==> src/rtl/dsp_isa_pkg.sv <==
// Shared DSP instruction-set constants: default field widths, the long-form
// opcode prefix, and the decode-stage state encoding.
package dsp_isa_pkg;

    localparam int INSTR_W = 16;
    localparam int OPS_W   = 4;
    localparam int OPDK_W  = 8;
    localparam int D_W     = 7;
    localparam int K_W     = 8;
    localparam int AR_W    = 3;

    // Short opcode value announcing that an extension word follows.
    localparam logic [3:0] LONG_PREFIX = 4'hB;

    // ST_OP waits for an opcode word, ST_EXT waits for the extension word.
    typedef enum logic {
        ST_OP  = 1'b0,
        ST_EXT = 1'b1
    } state_e;

endpackage

==> src/rtl/instr_field_split.sv <==
// Pure combinational slicing of one instruction word into its decode fields.
// No sign extension and no legality checking; every field is a bit slice.
module instr_field_split #(
    parameter int INSTR_W = dsp_isa_pkg::INSTR_W,
    parameter int OPS_W   = dsp_isa_pkg::OPS_W,
    parameter int OPDK_W  = dsp_isa_pkg::OPDK_W,
    parameter int D_W     = dsp_isa_pkg::D_W,
    parameter int K_W     = dsp_isa_pkg::K_W,
    parameter int AR_W    = dsp_isa_pkg::AR_W
) (
    input  logic [INSTR_W-1:0] word,
    output logic [OPDK_W-1:0]  op_dk,
    output logic [OPS_W-1:0]   op_s,
    output logic [3:0]         s_field,
    output logic [D_W-1:0]     d_addr,
    output logic [K_W-1:0]     k_imm,
    output logic               indirect,
    output logic [AR_W-1:0]    ar_sel
);

    // Each field is a fixed window of the word; fields overlap by design.
    always_comb begin
        op_dk    = word[INSTR_W-1 -: OPDK_W];
        op_s     = word[INSTR_W-1 -: OPS_W];
        s_field  = word[INSTR_W-OPS_W-1 -: 4];
        d_addr   = word[D_W-1:0];
        k_imm    = word[K_W-1:0];
        indirect = word[7];
        ar_sel   = word[AR_W-1:0];
    end

endmodule

==> src/rtl/instr_decode_stage.sv <==
// Registered instruction-decode stage between fetch and the DSP datapath.
// Short instructions decode in one cycle; a word whose op_s equals the long
// prefix is held until its extension word arrives, then both are emitted as
// one bundle. Valid/ready on both sides; flush drops in-flight state.
module instr_decode_stage #(
    parameter int INSTR_W = dsp_isa_pkg::INSTR_W,
    parameter int OPS_W   = dsp_isa_pkg::OPS_W,
    parameter int OPDK_W  = dsp_isa_pkg::OPDK_W,
    parameter int D_W     = dsp_isa_pkg::D_W,
    parameter int K_W     = dsp_isa_pkg::K_W,
    parameter int AR_W    = dsp_isa_pkg::AR_W,
    parameter logic [OPS_W-1:0] LONG_PREFIX = dsp_isa_pkg::LONG_PREFIX
) (
    input  logic               clk,
    input  logic               reset,
    input  logic               flush,
    input  logic               in_valid,
    output logic               in_ready,
    input  logic [INSTR_W-1:0] in_word,
    output logic               out_valid,
    input  logic               out_ready,
    output logic [OPDK_W-1:0]  op_dk,
    output logic [OPS_W-1:0]   op_s,
    output logic [3:0]         s_field,
    output logic [D_W-1:0]     d_addr,
    output logic [K_W-1:0]     k_imm,
    output logic               indirect,
    output logic [AR_W-1:0]    ar_sel,
    output logic               is_long,
    output logic [INSTR_W-1:0] long_imm,
    output logic [INSTR_W-1:0] raw
);

    import dsp_isa_pkg::*;

    if (!(OPS_W <= OPDK_W && OPDK_W < INSTR_W && K_W >= 8 &&
          K_W <= INSTR_W && AR_W <= K_W)) begin : g_param_check
        $error("instr_decode_stage: illegal field width parameters");
    end

    state_e               state_q, state_d;
    logic [INSTR_W-1:0]   held_q, held_d;
    logic                 out_valid_q, out_valid_d;
    logic [OPDK_W-1:0]    op_dk_q, op_dk_d;
    logic [OPS_W-1:0]     op_s_q, op_s_d;
    logic [3:0]           s_field_q, s_field_d;
    logic [D_W-1:0]       d_addr_q, d_addr_d;
    logic [K_W-1:0]       k_imm_q, k_imm_d;
    logic                 indirect_q, indirect_d;
    logic [AR_W-1:0]      ar_sel_q, ar_sel_d;
    logic                 is_long_q, is_long_d;
    logic [INSTR_W-1:0]   long_imm_q, long_imm_d;
    logic [INSTR_W-1:0]   raw_q, raw_d;

    logic [INSTR_W-1:0]   first_word;
    logic [OPDK_W-1:0]    sp_op_dk;
    logic [OPS_W-1:0]     sp_op_s;
    logic [3:0]           sp_s_field;
    logic [D_W-1:0]       sp_d_addr;
    logic [K_W-1:0]       sp_k_imm;
    logic                 sp_indirect;
    logic [AR_W-1:0]      sp_ar_sel;
    logic                 accept;

    // The splitter sees the held first word while waiting for an extension,
    // otherwise the word currently offered by fetch.
    always_comb begin
        first_word = (state_q == ST_EXT) ? held_q : in_word;
        in_ready   = !reset && !flush && (!out_valid_q || out_ready);
        accept     = in_valid && in_ready;
    end

    instr_field_split #(
        .INSTR_W (INSTR_W),
        .OPS_W   (OPS_W),
        .OPDK_W  (OPDK_W),
        .D_W     (D_W),
        .K_W     (K_W),
        .AR_W    (AR_W)
    ) u_split (
        .word     (first_word),
        .op_dk    (sp_op_dk),
        .op_s     (sp_op_s),
        .s_field  (sp_s_field),
        .d_addr   (sp_d_addr),
        .k_imm    (sp_k_imm),
        .indirect (sp_indirect),
        .ar_sel   (sp_ar_sel)
    );

    // Next-state and bundle load: flush wins, then an accepted word either
    // starts a long instruction, completes one, or decodes a short one.
    always_comb begin
        state_d     = state_q;
        held_d      = held_q;
        out_valid_d = out_valid_q && !out_ready;
        op_dk_d     = op_dk_q;
        op_s_d      = op_s_q;
        s_field_d   = s_field_q;
        d_addr_d    = d_addr_q;
        k_imm_d     = k_imm_q;
        indirect_d  = indirect_q;
        ar_sel_d    = ar_sel_q;
        is_long_d   = is_long_q;
        long_imm_d  = long_imm_q;
        raw_d       = raw_q;

        if (flush) begin
            state_d     = ST_OP;
            out_valid_d = 1'b0;
        end else if (accept) begin
            if (state_q == ST_OP && sp_op_s == LONG_PREFIX) begin
                held_d  = in_word;
                state_d = ST_EXT;
            end else begin
                op_dk_d     = sp_op_dk;
                op_s_d      = sp_op_s;
                s_field_d   = sp_s_field;
                d_addr_d    = sp_d_addr;
                k_imm_d     = sp_k_imm;
                indirect_d  = sp_indirect;
                ar_sel_d    = sp_ar_sel;
                raw_d       = first_word;
                out_valid_d = 1'b1;
                state_d     = ST_OP;
                if (state_q == ST_EXT) begin
                    is_long_d  = 1'b1;
                    long_imm_d = in_word;
                end else begin
                    is_long_d  = 1'b0;
                    long_imm_d = '0;
                end
            end
        end
    end

    // State, held word and output register slice; reset clears everything.
    always_ff @(posedge clk) begin
        if (reset) begin
            state_q     <= ST_OP;
            held_q      <= '0;
            out_valid_q <= 1'b0;
            op_dk_q     <= '0;
            op_s_q      <= '0;
            s_field_q   <= '0;
            d_addr_q    <= '0;
            k_imm_q     <= '0;
            indirect_q  <= 1'b0;
            ar_sel_q    <= '0;
            is_long_q   <= 1'b0;
            long_imm_q  <= '0;
            raw_q       <= '0;
        end else begin
            state_q     <= state_d;
            held_q      <= held_d;
            out_valid_q <= out_valid_d;
            op_dk_q     <= op_dk_d;
            op_s_q      <= op_s_d;
            s_field_q   <= s_field_d;
            d_addr_q    <= d_addr_d;
            k_imm_q     <= k_imm_d;
            indirect_q  <= indirect_d;
            ar_sel_q    <= ar_sel_d;
            is_long_q   <= is_long_d;
            long_imm_q  <= long_imm_d;
            raw_q       <= raw_d;
        end
    end

    // Outputs come straight from the register slice.
    always_comb begin
        out_valid = out_valid_q;
        op_dk     = op_dk_q;
        op_s      = op_s_q;
        s_field   = s_field_q;
        d_addr    = d_addr_q;
        k_imm     = k_imm_q;
        indirect  = indirect_q;
        ar_sel    = ar_sel_q;
        is_long   = is_long_q;
        long_imm  = long_imm_q;
        raw       = raw_q;
    end

endmodule

==> config.mk <==
export PLATFORM = sky130hd
export DESIGN_NAME = instr_decode_stage
export DESIGN_NICKNAME = d
export VERILOG_FILES = /design/src/rtl/dsp_isa_pkg.sv /design/src/rtl/instr_field_split.sv /design/src/rtl/instr_decode_stage.sv
export SDC_FILE = /design/constraint.sdc
export NUM_CORES = 1
export LEC_CHECK = 0
export CELL_PAD_IN_SITES_DETAIL_PLACEMENT = 0
export CELL_PAD_IN_SITES_GLOBAL_PLACEMENT = 1
export CORE_ASPECT_RATIO = 1.2
export CORE_MARGIN = 2
export CORE_UTILIZATION = 29
export CTS_BUF_LIST = sky130_fd_sc_hd__clkbuf_16
export CTS_CLUSTER_DIAMETER = 100
export DETAILED_ROUTE_END_ITERATION = 6
export PLACE_DENSITY = 0.74
export SLEW_MARGIN = 30
export SYNTH_ARGS = -nofsm -noshare
export SYNTH_HDL_FRONTEND = slang
export SYNTH_SLANG_ARGS = --single-unit
==> constraint.sdc <==
create_clock -name clk -period 1.45 [get_ports clk]
set_input_delay 0.3625 -clock clk [delete_from_list [all_inputs] [get_ports clk]]
set_output_delay 0.3625 -clock clk [all_outputs]
set_load 0.005 [all_outputs]
Word-level counts from Yosys, hierarchy flattened. Index checks and enable logic that the tools add are counted.

Word-level logic and storage cells: 36. Output and inout port bits: 70. Bits of input ports: 21. Flip-flop bits (word level): 86.

Multiplexer cells: 6. Equal/unequal tests: 1. Reductions and logical operators: 13. Bitwise logic cells: 3.

Operators with widths (number): 16-bit 2-to-1 mux (2); 3-bit AND reduction (2); 1-bit logical AND (5); 4-bit equality test (second input constant) (1); 1-bit logical NOT (4); 1-bit 2-to-1 mux (4); 1-bit inverter (3); 2-bit OR reduction (1); 1-bit logical OR (1).

Longest topological paths before layout.
Depth in word-level cells: 5. Depth in mapped cells: 7. Mapped depth without buffers: 4.

Modules after synthesis. Synthesis repeated with hierarchy kept, for this count alone.

Cell total of the unflattened synthesis: 451. Area total of the unflattened synthesis: 3778.6 um^2.

Modules (own cells, without submodules): instr_decode_stage (cells an instance 416, instances 1, area each 3515.9 um^2, seq. area each 1721.7 um^2); instr_field_split (cells an instance 35, instances 1, area each 262.8 um^2, seq. area each 0.0 um^2).

Worst setup path before layout. OpenSTA, ideal clock, no wires.

Path kind: reg-to-reg. Start point: register state_q. End point: register held_q[10]. Library setup time: 0.132 ns. Data arrival time: 1.324 ns. Cell stages (with the launch flop): 7. Data required time: 1.318 ns. Slack: -0.007 ns. Path buffers: 2. Clock period less this slack: 1.457 ns. Path through: dfxtp_1 buf_6 nand4bb_4 or2_2 clkbuf_1 o21ai_0 a21oi_1.

Word-level cells in the longest chain between the ends: 4. Elaborated cells on any way between the ends: 5. Classes of those cells: eq/ne: 1; mux: 1; bitwise: 1; reduce/logical: 2.

RTL lines: start: declaration (RTL line instr_decode_stage.sv:41) `state_e state_q, state_d;`; start signal: assignment (RTL line instr_decode_stage.sv:154) `state_q <= state_d;`; 16-bit 2-to-1 mux (RTL line instr_decode_stage.sv:68) `first_word = (state_q == ST_EXT) ? held_q : in_word;`; 4-bit equality test (RTL line instr_decode_stage.sv:112) `if (state_q == ST_OP && sp_op_s == LONG_PREFIX) begin`; 1-bit logical AND * (RTL line instr_decode_stage.sv:112); 3-bit AND reduction (no source line) *; end signal: assignment (RTL line instr_decode_stage.sv:155) `held_q <= held_d;`; end: declaration (RTL line instr_decode_stage.sv:42) `logic [INSTR_W-1:0] held_q, held_d;`.

Mark *: on every way between the ends. The rest lies on a longest branch, timed or not. A chain may end at the register's enable or synchronous reset.

Worst setup path after layout.
Start point: register state_q. End point: register d_addr_q[5] (netlist: d_addr[5]).

Word-level cells in the longest chain between the ends: 5. Elaborated cells on any way between the ends: 6. Classes of those cells: eq/ne: 1; mux: 1; bitwise: 2; reduce/logical: 2.

RTL lines: 16-bit 2-to-1 mux (RTL line instr_decode_stage.sv:68); 4-bit equality test (RTL line instr_decode_stage.sv:112); 1-bit logical AND (RTL line instr_decode_stage.sv:112); 1-bit inverter (no source line); 3-bit AND reduction (no source line); end signal: assignment (RTL line instr_decode_stage.sv:160) `d_addr_q <= d_addr_d;`; end: declaration (RTL line instr_decode_stage.sv:47) `logic [D_W-1:0] d_addr_q, d_addr_d;`.

Several ways; a longest one is shown, not always the timed one.

==> results.yml <==
worst_setup_path:
  critical_path.cell_chain: "nand4bb_4 > o2111a_2 > buf_12 > buf_12 > nor2_4 > a211oi_2"
  timing_worst_setup_path_type: "flip-flop to flip-flop"
  worst-endpoint-required_ns: 1.59
  rr_worst_depth: 6
  path_depth: 6
  cpMaxStageDelayCell: "sky130_fd_sc_hd__dfxtp_2"
  crit_arrival_ns: 1.61
  timing.critical_path.max_delay_family: "compound AO/OA/AOI/OAI gates"
  critical_path.max_stage_delay_ns: 0.33
  worst-path-buf-inv: 2
  critical_path.endpoint_type: "flip-flop"
  crit_top_cell: "sky130_fd_sc_hd__buf_12"
  worst_setup_start_kind: "flip-flop"
  critical_path.max_fanout: 7
yosys:
  ys_ff_latch: 51
  synth.lib_cells_used.distinct: 27
  syn-mean-instance-area_um2: 9.19
  yosys_warnings: 0
  netlist_area_um2: 2410
  synth.largest_area_cell: "sky130_fd_sc_hd__dfxtp_1"
  synth_top_area_frac: 0.424
  synthTopCellsByArea: "sky130_fd_sc_hd__dfxtp_1, sky130_fd_sc_hd__buf_4, sky130_fd_sc_hd__a211oi_2"
  net_count_after_synthesis: 283
  synth_seq_area_share: 0.424
  synthesis.instances: 262
cells_and_area:
  mostFrequentLayoutCells: "sky130_fd_sc_hd__dlygate4sd2_1, sky130_fd_sc_hd__dfxtp_1, sky130_fd_sc_hd__buf_4, sky130_fd_sc_hd__a21oi_1, sky130_fd_sc_hd__nand3_1"
  layout.cells.most_common: "sky130_fd_sc_hd__dlygate4sd2_1"
  register_area_um2: 1060
  finish.instance_area_um2: 3870
  num-fill-cells: 789
  multi_input_comb_area_um2: 1230
  design.final.nets: 371
  synthToLayoutAreaGrowth_pct: 61.0
  final_core_util: 0.478
  insertedDiodeCount: 0
  drive_gt1_frac: 0.410
grt:
  antenna_violations_before_repair: 0
  grt_overflow_total: 0
  track_usage: 0.161
  grt_max_degree: 50
  wire_length_of_the_first_global_routing_pass_mm: 11.6
  first_global_vias: 2203
clock_tree:
  clock_sinks: 51
  clk_root_buffer_cell: "sky130_fd_sc_hd__clkbuf_16"
  clk-insertion-delay-late_ns: 0.29
  cts_hold_buffers: 0
  ctsLongestPathBuffers: 2
  worst_setup_hold_path_clk_slew_ns: 0.06
  cts_made_buffers: 5
  cts.htree.levels: 2
  tritoncts_clock_tree: "built"
placement:
  placedInstanceArea_um2: 3220
  port_buffers: 90
  post-dp-hpwl_mm: 4.13
  finalWeightedCongestion: 0.783
  dpl_worst_slack_ns: -0.508
die:
  floorplan.rows: 36
  boundaryPins: 91
  fp.dieArea_um2: 9050
  die_h_um: 104
  core_region_area_um2: 8110
  initial_core_util: 0.297
  die_w_um: 87.2
sta:
  worstMarginPinSlew_ns: 0.690
  setup_violations: 7
  timing.slew.headroom: 0.540
  grt_setup_unrepaired: "yes"
  period_minus_slack_ns: 1.47
  finClkSkew_ns: 0.00224
  slew_viols_final: 0
  maxClockFrequency_mhz: 680
  final_min_period_over_clock_period: 1.01
  setup_ws_ns: -0.0203
  finalHoldViolations: 0
drt:
  drt_pre_antenna_iters: 4
  drt_wl_total_mm: 7.14
  routed_wire_length_per_instance_um: 16.1
  via_count: 2179
  route.antenna.remaining_nets: 0
  drt_iter0_markers: 124
  vias_per_cell: 4.91
  drt_drc_violations_left: 0
power_and_ir_drop:
  worst_ir_drop_vdd_mv: 0.428
  total_power_mw: 3.06
  pwr_density_cell_nw_per_um2: 790
  reported_leakage_power_nw: 1.64
job:
  drv.max_cap_violation_count: 0
status:
  failed_checks: "setup timing"
  run_status: "finished with violations"
hold_path:
  min_path_type: "flip-flop to flip-flop"
  hold_path_stages: 2
-- registers in the layout, indices dropped and copies added, names as in the netlist --
name,count
d_addr,6
held_q,16
is_long,1
k_imm,1
long_imm,16
op_dk,8
out_valid,1
raw,1
state_q,1
-- area by class of cell --
class	instances	area share
inverters	1	0.000969
clock inverters	1	0.000969
flip-flops and latches	51	0.274
clock buffers	5	0.0323
well taps	95	0.0307
repair buffers	136	0.344
multi-input cells	155	0.317
-- stage by stage --
| step | cells | hold WS, ns | setup TNS, ns |
|---|---|---|---|
| detailed placement | 408 | 0.452 | -23.37 |
| global route | 444 | 0.460 | -1.18 |
| CTS | 444 | 0.450 | -1.12 |
| floorplan | 262 | 0.437 | 0 |
| finish | 444 | 0.446 | -0.0912 |
| global placement | 408 | 0.444 | -21.48 |
-- report_power, final --
group / switching, mW / leakage, nW / internal [mW]
registers: 0.0216 / 0.423 / 1.43
logic: 0.235 / 1.15 / 0.271
clock network: 0.492 / 0.0669 / 0.615
-- metal layers --
metal  vias to the layer above  part of all wire  track usage
met5                         -                 0            0
met4                         0             0.012       0.0352
met3                         8             0.059       0.0343
met2                        77              0.48        0.262
met1                      1038              0.44        0.217
li1                       1056                 -            -
-- cells by family (layout without fill, tap and decap cells) --
group / count (synthesis) / after routing / share of synthesized area
AO/OA/AOI/OAI: 65 / 65 / 0.196
buffers and inverters: 57 / 143 / 0.166
flip-flops: 51 / 51 / 0.424
multiplexers: 16 / 16 / 0.0665
AND/OR/NAND/NOR: 73 / 74 / 0.147
-- what timing repair did --
action	4_1_cts	5_1_grt
hold endpoints to repair	0	0
pin swaps	16	22
resized for setup	158	35
buffers inserted	24	3
gates cloned	6	1
setup endpoints to repair	119	46
-- path summary, 6_finish.rpt --
check | start | endpoint | slack (ns)
max | state_q | d_addr[5] | -0.02
min | long_imm[10] | long_imm[10] | 0.45
max reg2reg | state_q | d_addr[5] | -0.02
min reg2reg | long_imm[10] | long_imm[10] | 0.45
-- cell usage after synthesis --
cell type,count
sky130_fd_sc_hd__a21boi_0,1
sky130_fd_sc_hd__nand3_1,28
sky130_fd_sc_hd__buf_2,4
sky130_fd_sc_hd__nand4bb_4,1
sky130_fd_sc_hd__a31o_2,1
sky130_fd_sc_hd__buf_1,3
sky130_fd_sc_hd__or2_2,1
sky130_fd_sc_hd__buf_6,5
sky130_fd_sc_hd__buf_4,38
sky130_fd_sc_hd__and2_1,1
sky130_fd_sc_hd__and3_1,1
sky130_fd_sc_hd__nand2_1,17
sky130_fd_sc_hd__o2111ai_4,1
sky130_fd_sc_hd__dfxtp_1,51
sky130_fd_sc_hd__a21oi_1,32
sky130_fd_sc_hd__inv_1,1
sky130_fd_sc_hd__nand2b_1,1
sky130_fd_sc_hd__nor2_4,1
sky130_fd_sc_hd__nor3b_1,1
sky130_fd_sc_hd__o21ai_0,12
sky130_fd_sc_hd__o2111a_1,1
sky130_fd_sc_hd__a211oi_2,14
sky130_fd_sc_hd__a211oi_1,2
sky130_fd_sc_hd__nor2_1,21
sky130_fd_sc_hd__clkbuf_1,6
sky130_fd_sc_hd__a32oi_1,1
sky130_fd_sc_hd__mux2i_1,16
-- worst reg2reg max path, cell delays in order (launching register included) --
cell and delay [ns]:
sky130_fd_sc_hd__dfxtp_2 0.33, sky130_fd_sc_hd__nand4bb_4 0.22, sky130_fd_sc_hd__o2111a_2 0.33, sky130_fd_sc_hd__buf_12 0.16
sky130_fd_sc_hd__buf_12 0.15, sky130_fd_sc_hd__nor2_4 0.11, sky130_fd_sc_hd__a211oi_2 0.04
No activity file was read; power rests on OpenSTA's default activity.
